<file path="src/rtl/keypad_event_fifo.sv">
// Debounces keypad scan codes, turns each new press into a key index and queues it for the CPU.
// Latency: push lands one edge after the debounced code changes; pop data appears the cycle after rd_en. A push into a full queue is dropped and flagged in the sticky overflow bit.
module keypad_event_fifo #(
    parameter int DEBOUNCE_CYCLES = 16,
    parameter int DEPTH           = 8
) (
    input  logic                     clk,
    input  logic                     rst,
    input  logic [7:0]               scan_code,
    input  logic                     rd_en,
    input  logic                     ovf_clr,
    output logic [7:0]               rd_data,
    output logic                     rd_valid,
    output logic                     empty,
    output logic                     full,
    output logic [$clog2(DEPTH):0]   count,
    output logic                     overflow
);

    localparam int AW   = $clog2(DEPTH);
    localparam int CNTW = AW + 1;
    localparam int CW   = $clog2(DEBOUNCE_CYCLES);

    // Counter value seen on the edge that completes DEBOUNCE_CYCLES matching samples.
    localparam logic [CW-1:0] CNT_LOAD = CW'(DEBOUNCE_CYCLES - 2);
    localparam logic [CW-1:0] CNT_SAT  = CW'(DEBOUNCE_CYCLES - 1);

    localparam logic [0:0] ST_IDLE    = 1'b0;
    localparam logic [0:0] ST_PRESSED = 1'b1;

    function automatic logic code_valid(input logic [7:0] c);
        return ($countones(c[7:4]) == 1) && ($countones(c[3:0]) == 1);
    endfunction

    function automatic logic code_idle(input logic [7:0] c);
        return (c[3:0] == 4'h0);
    endfunction

    function automatic logic [3:0] code_index(input logic [7:0] c);
        logic [1:0] col;
        logic [1:0] row;
        col = 2'd0;
        row = 2'd0;
        for (int i = 0; i < 4; i++) begin
            if (c[4+i]) col = 2'(i);
            if (c[i])   row = 2'(i);
        end
        return {col, row};
    endfunction

    logic [7:0]    candidate;
    logic [7:0]    stable;
    logic [CW-1:0] db_cnt;

    always_ff @(posedge clk) begin
        if (rst) begin
            candidate <= 8'h00;
            stable    <= 8'h00;
            db_cnt    <= '0;
        end else if (scan_code != candidate) begin
            candidate <= scan_code;
            db_cnt    <= '0;
        end else begin
            if (db_cnt != CNT_SAT) db_cnt <= db_cnt + 1'b1;
            if (db_cnt == CNT_LOAD) stable <= candidate;
        end
    end

    logic [0:0] state;
    logic [0:0] state_nxt;
    logic [7:0] pressed_code;
    logic [7:0] pressed_nxt;
    logic       push;
    logic [3:0] push_idx;

    // Invalid stable codes leave both state and the remembered key untouched.
    always_comb begin
        state_nxt   = state;
        pressed_nxt = pressed_code;
        push        = 1'b0;
        push_idx    = code_index(stable);
        case (state)
            ST_IDLE: begin
                if (code_valid(stable)) begin
                    push        = 1'b1;
                    state_nxt   = ST_PRESSED;
                    pressed_nxt = stable;
                end
            end
            ST_PRESSED: begin
                if (code_valid(stable) && (stable != pressed_code)) begin
                    push        = 1'b1;
                    pressed_nxt = stable;
                end else if (code_idle(stable)) begin
                    state_nxt = ST_IDLE;
                end
            end
            default: state_nxt = ST_IDLE;
        endcase
    end

    always_ff @(posedge clk) begin
        if (rst) begin
            state        <= ST_IDLE;
            pressed_code <= 8'h00;
        end else begin
            state        <= state_nxt;
            pressed_code <= pressed_nxt;
        end
    end

    logic [3:0]      mem [DEPTH];
    logic [AW-1:0]   wr_ptr;
    logic [AW-1:0]   rd_ptr;
    logic            pop;
    logic            wr;
    logic            drop;
    logic [CNTW-1:0] count_nxt;

    // A pop frees a slot in the same cycle, so a full queue still accepts a push alongside it.
    assign pop  = rd_en && !empty;
    assign wr   = push && (!full || pop);
    assign drop = push && full && !pop;

    always_comb begin
        count_nxt = count;
        if (wr && !pop)      count_nxt = count + 1'b1;
        else if (pop && !wr) count_nxt = count - 1'b1;
    end

    always_ff @(posedge clk) begin
        if (wr) mem[wr_ptr] <= push_idx;
    end

    always_ff @(posedge clk) begin
        if (rst) begin
            wr_ptr   <= '0;
            rd_ptr   <= '0;
            count    <= '0;
            empty    <= 1'b1;
            full     <= 1'b0;
            overflow <= 1'b0;
            rd_data  <= 8'h00;
            rd_valid <= 1'b0;
        end else begin
            if (wr)  wr_ptr <= wr_ptr + 1'b1;
            if (pop) begin
                rd_ptr  <= rd_ptr + 1'b1;
                rd_data <= {4'h0, mem[rd_ptr]};
            end
            rd_valid <= pop;
            count    <= count_nxt;
            empty    <= (count_nxt == '0);
            full     <= (count_nxt == CNTW'(DEPTH));
            if (drop)         overflow <= 1'b1;
            else if (ovf_clr) overflow <= 1'b0;
        end
    end

endmodule

</file>
<file path="config.mk">
export PLATFORM = sky130hd
export DESIGN_NAME = keypad_event_fifo
export DESIGN_NICKNAME = d
export VERILOG_FILES = /design/src/rtl/keypad_event_fifo.sv
export SDC_FILE = /design/constraint.sdc
export NUM_CORES = 1
export LEC_CHECK = 0
export CAP_MARGIN = 20
export CORE_MARGIN = 2
export CORE_UTILIZATION = 32
export DETAILED_ROUTE_END_ITERATION = 10
export PLACE_DENSITY = 0.51
export SYNTH_ARGS = -nofsm -noshare
export SYNTH_HDL_FRONTEND = slang
export SYNTH_SLANG_ARGS = --single-unit
</file>
<file path="constraint.sdc">
create_clock -name clk -period 3.15 [get_ports clk]
set_input_delay 0.4725 -clock clk [delete_from_list [all_inputs] [get_ports clk]]
set_output_delay 0.4725 -clock clk [all_outputs]
set_load 0.02 [all_outputs]
</file>
==> metrics.md, run 1 <==
| Metric | Value |
|---|---|
| Minimum clock period | `2970 ps` |
| Ratio of cells with drive above 1 in the final layout | `0.179` |
| Total Wirelength | `6.54 mm` |
| Core footprint | `10,400 um^2` |
| Hold Crit Start | `state$_SDFF_PP0_` |
| Vias in the first global route | `2,214` |
| Die X | `108 um` |
| Internal reg-to-reg setup slack | `180 ps` |
| Max capacitance violation total | `0` |
| Area growth from synthesis to layout | `21.7%` |
| Ports | `28` |
| Post-synth EDFFs | `32` |
| Initial Utilization | `0.332` |
| Lkg Pwr | `0.00149 uW` |
| Row count | `37` |
| Fmax | `0.337 GHz` |
| Die Y | `108 um` |
| Slew margin rel. | `0.609` |
| Post-synth ARST share | `0` |
| DRT antenna net count | `0` |
| Die ar. | `11,700 um^2` |
| Top FF cell, synth | `dfxtp_1` |
| Sinks on Clock Net | `79` |
| Crit. End Element | `flop` |
| Worst EP required | `3190 ps` |
| N_diodes | `0` |
| Setup Total Neg Slack | `0 ps` |
| Fin worst setup slack | `179 ps` |
| First-pass GRT wire length | `11.1 mm` |
| Vias post-DR | `2,220` |
| Status | `complete, no violations` |
| DRC viols | `0` |
| Nets | `367` |
| I/O Buffers | `23` |
| Final instance area | `4210 um^2` |
| Register area share after synthesis | `0.550` |
| Area used by multi-input combinational logic | `1520 um^2` |
| Startpoint Class | `flop` |
| Wire per inst | `13.5 um` |
| Dpl cell area | `3950 um^2` |
| Layout fillers | `1,029` |
| Gpl congestion | `0.813` |
| Clock-pin slew on the worst setup and hold paths | `90 ps` |
| Setup WS pre-CTS | `20.8 ps` |
| CTS tree | `built` |
| DR pass1 iterations | `4` |
| Least-Margin Pin Slew | `586 ps` |
| Gr usage total | `0.125` |
| Cells after synthesis | `303` |
| Final setup vio count | `0` |
| Post-synthesis cell area | `3460 um^2` |
| Clk_lat worst skew | `350 ps` |
| Post-DP HPWL | `4.78 mm` |
| Starting DRT DRC Count | `77` |
| Crit Reg-Reg Endpoint | `mem[0][0]$_DFFE_PP_` |
| Clock Skew | `15.9 ps` |
| Reg2Reg Depth | `11` |
| Fin util | `0.404` |
| Max VDD drop | `0.221 mV` |
| CTS Buf Count | `9` |
| Via density | `4.60` |
| Yosys cell types | `41` |
| Pwr dens | `546 nW/um^2` |
| Syn avg cell area | `11.4 um^2` |
| Endpoints failing hold | `0` |
| Crit path DAT | `3010 ps` |
| Initial antenna violation count | `0` |
| Worst r2r src | `stable[0]$_SDFFE_PP0P_` |
| Period utilization | `0.943` |
| WS Path Type | `flop to flop` |
| Seq cells post-synth | `79` |
| Layout Cells excl Fill | `483` |
| Clock Path Buffers | `2` |
| H-Tree Depth | `3` |
| Hold Path End | `state$_SDFF_PP0_` |
| Root Driver | `clkbuf_8` |
| Global route overflow | `0` |
| WHS Path Cells | `2` |
| Setup repair after global routing missed its margin | `no` |
| Crit-path max FO | `5` |
| Largest net degree at the start of global routing | `22` |
| Placed Cells | `467` |
| Synth Warn # | `0` |
| Reg area | `1900 um^2` |
| Slew Viols, Final | `0` |
| Hold Crit Class | `flop to flop` |
==> worst max-delay path by stage <==
| stage | startpoint | end | cells after the start |
|---|---|---|---|
| floorplan | stable[0]$_SDFFE_PP0P_ | mem[0][0]$_DFFE_PP_ | 11 |
| global placement | stable[0]$_SDFFE_PP0P_ | mem[0][1]$_DFFE_PP_ | 11 |
| detailed placement | stable[0]$_SDFFE_PP0P_ | mem[3][1]$_DFFE_PP_ | 11 |
| CTS | stable[0]$_SDFFE_PP0P_ | mem[7][2]$_DFFE_PP_ | 11 |
| global route | stable[0]$_SDFFE_PP0P_ | mem[0][0]$_DFFE_PP_ | 11 |
| finish | stable[0]$_SDFFE_PP0P_ | mem[0][0]$_DFFE_PP_ | 11 |
==> worst max-delay path, stage by stage (launching register included) <==
cell,delay (ps)
dfxtp_2,330
inv_1,60
fa_1,520
inv_1,40
ha_1,170
ha_1,280
nor4b_2,290
nand3b_2,110
or2_4,250
a21oi_4,200
nand2b_4,130
nor3_4,260
==> cell type report <==
type / instances / area share
inverters: 17 / 0.0152
multi-input cells: 196 / 0.361
repair buffers: 39 / 0.0832
well taps: 136 / 0.0404
clock buffers: 9 / 0.0294
clock inverters: 7 / 0.0187
flip-flops and latches: 79 / 0.452
==> Yosys cell counts (3+ instances only) <==
cell | instances | area (um^2)
dfxtp_1 | 47 | 941
nor2_1 | 33 | 124
edfxtp_1 | 32 | 961
nand2_1 | 23 | 86.3
inv_1 | 17 | 63.8
a21oi_1 | 16 | 80.1
mux2i_1 | 13 | 130
xor2_1 | 12 | 105
ha_1 | 11 | 138
xnor2_1 | 10 | 87.6
nor2b_1 | 9 | 56.3
mux4_2 | 8 | 180
nand3_1 | 8 | 40.0
clkbuf_1 | 7 | 26.3
nand2b_1 | 6 | 37.5
o21ai_0 | 6 | 30.0
a211oi_1 | 5 | 37.5
nor3_1 | 5 | 25.0
buf_4 | 4 | 30.0
buf_2 | 3 | 15.0
nor4_1 | 3 | 18.8
==> through the flow <==
stage	hold WS (ps)	total power (uW)
6_report	468	2300
2_1_floorplan	437	1430
3_3_place_gp	451	1560
3_5_place_dp	460	1560
5_1_grt	489	2420
4_1_cts	473	2330
==> sequential cells by signal, indices dropped and copies added, names as in the netlist <==
name and cells:
mem 32, candidate 8, pressed_code 8, stable 8, count 4, db_cnt 4, rd_data 4, rd_ptr 3
wr_ptr 3, empty 1, full 1, overflow 1, rd_valid 1, state 1
==> repair_timing <==
action | 4_1_cts | 5_1_grt
hold buffers | 0 | 0
setup endpoints to repair | 0 | 34
setup buffers | 0 | 0
gates resized for setup | 0 | 16
==> placed cells by master (no fill, tap or decap), types with 3 or more instances in the layout <==
master / count
nor2b_1: 9
clkdlybuf4s50_1: 23
mux2i_1: 13
o21ai_0: 6
edfxtp_1: 32
nor3_1: 3
xnor2_1: 10
inv_1: 17
ha_1: 11
clkbuf_8: 9
nor2_1: 27
nor2_2: 4
a21oi_1: 15
xor2_1: 12
nor2_4: 4
nor4_1: 3
conb_1: 4
nand2b_1: 5
a211oi_1: 5
buf_4: 16
nand2_1: 22
dfxtp_1: 45
nand3_1: 8
mux4_2: 8
==> cells by family after synthesis <==
kind of cell    after synthesis  synth area share
xor+xnor                     22            0.0557
simple gates                100             0.146
buf+inv                      31            0.0391
compound gates               36            0.0673
fa+ha+maj                    13            0.0514
other cells                   1           0.00108
mux                          21            0.0897
flops                        79             0.550
==> routing by layer <==
layer / vias to the layer above / global-route usage / part of all wire
met5: - / 0 / 0
met4: 0 / 0.0458 / 0.013
met3: 9 / 0.0368 / 0.036
met2: 30 / 0.194 / 0.46
met1: 1049 / 0.167 / 0.49
li1: 1132 / - / -
==> power breakdown <==
group / total, uW / internal (uW) / switching (uW)
sequential: 1160 / 1100 / 61.4
combinational: 373 / 198 / 175
clock: 765 / 376 / 389
total: 2300 / 1670 / 625
(Power assumes the default switching activity.)
==> run 2, diff against run 1 <==
ABC_CLOCK_PERIOD_IN_PS = 3150   (was default)
==> results of run 2 <==
The final DEF is identical to that of run 1; final timing and power are the same.
==> run 3, diff against run 2 <==
ABC_AREA = 1   (was default)
==> run 3 against run 2 <==
  * First-iteration DRC count up 66%
  * Sequential share of layout area down 2.1 points
  * Synthesized cell count up 31%
  * Area after synthesis grew 4.2%
  * Register-to-register slack hardly changed
  * Clock-buffer cell count is 3 higher
  * Sequential cell count unchanged
  * Hold slack worse by 1.5 ps
  * Fmax decreased by 0.41%
  * Cell count grew 20%
==> metrics.md, run 3 <==
| Metric | Value |
|---|---|
| Post-synth ARST share | `0 (unchanged)` |
| Crit path buf inv count | `4 (+2)` |
| Row count | `38 (+2.7%)` |
| Switch Pwr | `720 uW (+15%)` |
| Top delay family on crit path | `adder cells` |
| Largest net degree at the start of global routing | `21 (-4.5%)` |
| First-pass GRT wire length | `12.0 mm (+8.0%)` |
| Switch share | `0.260 (-0.0115)` |
| CTS tree | `built` |
| Vias in the first global route | `2,510 (+13%)` |
| Clock Path Buffers | `2 (unchanged)` |
| Reg2Reg Depth | `13 (+2)` |
| Hold Crit Start | `overflow$_SDFFE_PP0P_` |
| Area growth from synthesis to layout | `22.5%` |
| Crit-path cells | `inv_2, fa_1, inv_1, ha_1, ha_1, nor3b_1, nand3_1, o21bai_4, a21oi_4, buf_4, nand2_1, nor3_1, buf_4` |
| I/O Buffers | `23 (unchanged)` |
| Synth area leader | `edfxtp_1` |
| Crit-path max FO | `7 (+2)` |
| Die Y | `110 um (+2.0%)` |
| Post-DP HPWL | `5.24 mm (+9.5%)` |
| Ports | `28 (unchanged)` |
| Seq cells post-synth | `79 (unchanged)` |
| Root Driver | `clkbuf_16` |
| CP peak stage delay | `530 ps (about the same)` |
| WS Path Type | `flop to flop` |
| Max capacitance violation total | `0 (unchanged)` |
| Clock Skew | `10.5 ps (-5.47 ps)` |
| Global route overflow | `0 (unchanged)` |
| Least-Margin Pin Slew | `596 ps (+10.9 ps)` |
| Period utilization | `0.947 (+0.00388)` |
| Cells after synthesis | `397 (+31%)` |
| Most frequent cells in the layout | `51 x nand2_1, 47 x dfxtp_1, 41 x inv_1` |
| DRT antenna net count | `0 (unchanged)` |
| Initial antenna violation count | `0 (unchanged)` |
| Sequential power share | `0.424 (-0.081)` |
| Number of flip-flops in the largest register | `32 (unchanged)` |
| Area share of the largest cell type after synthesis | `0.267 (-0.0113)` |
| Startpoint Class | `flop` |
| Synth Warn # | `0 (unchanged)` |
| Total Wirelength | `7.25 mm (+11%)` |
| Clock network fraction of design power | `0.413 (+0.080)` |
| Clk_lat worst skew | `340 ps (about the same)` |
| Core footprint | `10,900 um^2 (+5.0%)` |
| Vias post-DR | `2,703 (+22%)` |
| CP max-delay cell | `fa_1` |
| Layout fillers | `1,095 (+6.4%)` |
| Fin worst setup slack | `167 ps (-12.2 ps)` |
| Crit path DAT | `3040 ps (+30 ps)` |
| Internal power | `2040 uW (+22%)` |
| CTS Buf Count | `9 (unchanged)` |
| Post-CTS setup buffers | `0 (unchanged)` |
| Post-synthesis cell area | `3600 um^2 (+4.2%)` |
| Slew margin rel. | `0.602 (-0.00729)` |
| Top reg by flops | `mem` |
| Syn avg cell area | `9.08 um^2 (-20%)` |
| Gpl congestion | `0.813 (about the same)` |
| Fin util | `0.404 (-0.000543)` |
| Setup WS pre-CTS | `105 ps (+83.8 ps)` |
| Worst r2r src | `stable[0]$_SDFFE_PP0P_` |
| Combinational power share | `0.163 (about the same)` |
| Crit path depth | `13 (+2)` |
| Max VDD drop | `0.374 mV (+69%)` |
| Crit path to | `mem[1][3]$_DFFE_PP_` |
| Initial Utilization | `0.330 (-0.00238)` |
| Count leader, synth | `nand2_1` |
| Starting DRT DRC Count | `128 (+66%)` |
| Post-synth EDFFs | `32 (unchanged)` |
| Clock-pin slew on the worst setup and hold paths | `60 ps (-30 ps)` |
| Die ar. | `12,100 um^2 (+4.1%)` |
| Internal reg-to-reg setup slack | `170 ps (about the same)` |
| Synth area leaders | `edfxtp_1 27%, dfxtp_1 26%, nand2_1 5.3%` |
| Gr usage total | `0.133 (+0.00736)` |
| Die X | `110 um (+2.0%)` |
| Final setup vio count | `0 (unchanged)` |
| Post-synth top cells | `51 x nand2_1, 47 x dfxtp_1, 43 x inv_1` |
| Register area share after synthesis | `0.528 (-0.0223)` |
| Hold Crit Class | `flop to flop` |
| Sinks on Clock Net | `79 (unchanged)` |
| DRC viols | `0 (unchanged)` |
| Lkg Pwr | `0.00177 uW (+19%)` |
| Setup repair after global routing missed its margin | `yes` |
| Fmax | `0.335 GHz (-0.41%)` |
| Yosys cell types | `36 (-12%)` |
| DR pass1 iterations | `4 (unchanged)` |
| Minimum clock period | `2980 ps (+12.2 ps)` |
| Crit. End Element | `flop` |
| Crit path from | `stable[0]$_SDFFE_PP0P_` |
| Ratio of cells with drive above 1 in the final layout | `0.123 (-0.0554)` |
| Most common cell after layout, fill and taps aside | `nand2_1` |
| Worst EP required | `3210 ps (+20 ps)` |
| Crit Reg-Reg Endpoint | `mem[1][3]$_DFFE_PP_` |
| Status | `complete, no violations` |
| Nets | `458 (+25%)` |
| Slew Viols, Final | `0 (unchanged)` |
| H-Tree Depth | `3 (unchanged)` |
| Top FF cell, synth | `dfxtp_1` |
| N_diodes | `0 (unchanged)` |
| Endpoints failing hold | `0 (unchanged)` |
| Wire per inst | `12.5 um (-7.3%)` |
| Via density | `4.68 (+1.7%)` |
| Pwr dens | `626 nW/um^2 (+15%)` |
[run 3: cell types whose count changed in the layout (fill, tap and decap cells not counted), moves of 7 or more]
cell       delta
nand2_1      +29
clkbuf_16    +10
inv_2         +7
clkbuf_8      -9
o21ai_0      +31
nand3_1      +18
mux2i_1       -9
inv_1        +24
nor2_1       +12
mux4_2        -8
nor2b_1       -9
a21oi_1      +14
[run 3: area by class of cell]
type / instances / area, um^2 / share of cell area
Clock buffer: 12 / 258 / 0.0584
Clock inverter: 4 / 76.3 / 0.0173
Inverter: 48 / 180 / 0.0408
Multi-Input combinational cell: 255 / 1470 / 0.332
Sequential cell: 79 / 1900 / 0.431
Tap cell: 140 / 175 / 0.0397
Timing Repair Buffer: 40 / 358 / 0.0811
[run 3: cell families (layout without fill, tap and decap cells)]
logic type / Yosys count / after routing / synth area share
xor gates and xnor gates: 14 / 14 / 0.0340
DFF: 79 / 79 / 0.528
and+or+nand+nor: 141 / 141 / 0.178
AOI/OAI and AO/OA: 79 / 79 / 0.125
muxes: 4 / 4 / 0.0111
other: 1 / 4 / 0.00104
buffers and inverters: 66 / 104 / 0.0739
adders and majority gates: 13 / 13 / 0.0493
[run 3: per-layer routing]
| layer | global-route usage | share of wire |
|---|---|---|
| met1 | 0.161 | 0.47 |
| met2 | 0.213 | 0.47 |
| met3 | 0.0400 | 0.033 |
| met4 | 0.0661 | 0.026 |
| met5 | 0 | 0 |
[run 3: power by group through the flow]
stage | sequential (uW) | combinational [uW] | clock (uW)
5_1_grt | 1180 | 508 | 1220
3_3_place_gp | 1190 | 452 | 0
4_1_cts | 1170 | 453 | 1170
3_5_place_dp | 1190 | 452 | 0
2_1_floorplan | 1210 | 292 | 0
6_report | 1170 | 451 | 1140
[run 3: metrics by stage]
stage	cell area (um^2)	TNS [ps]	cells	hold WS, ps	power [uW]
floorplan	3620	0	400	444	1500
global placement	4060	0	562	457	1650
detailed placement	4060	0	562	463	1650
CTS	4400	0	578	471	2800
global route	4410	-228	578	478	2910
finish	4410	0	578	466	2770
[run 3: worst reg2reg max path, cell delays in order (launching register included)]
cell      delay (ps)
dfxtp_1          350
inv_2             70
fa_1             530
inv_1             40
ha_1             170
ha_1             270
nor3b_1          190
nand3_1          120
o21bai_4         200
a21oi_4          130
buf_4            170
nand2_1          120
nor3_1           170
buf_4            170
[run 3: what timing repair did]
action                                  4_1_cts  5_1_grt
endpoints found under the hold margin         0        0
gates resized for setup                       0        6
hold buffers                                  0        0
endpoints found under the setup margin        0       32
[run 3: how the worst min path moves through the flow]
stage | end | slack, ps | depth (start not counted)
CTS | overflow$_SDFFE_PP0P_ | 470 | 2
global placement | overflow$_SDFFE_PP0P_ | 460 | 2
finish | overflow$_SDFFE_PP0P_ | 470 | 2
floorplan | state$_SDFF_PP0_ | 440 | 2
global route | overflow$_SDFFE_PP0P_ | 480 | 2
detailed placement | overflow$_SDFFE_PP0P_ | 460 | 2
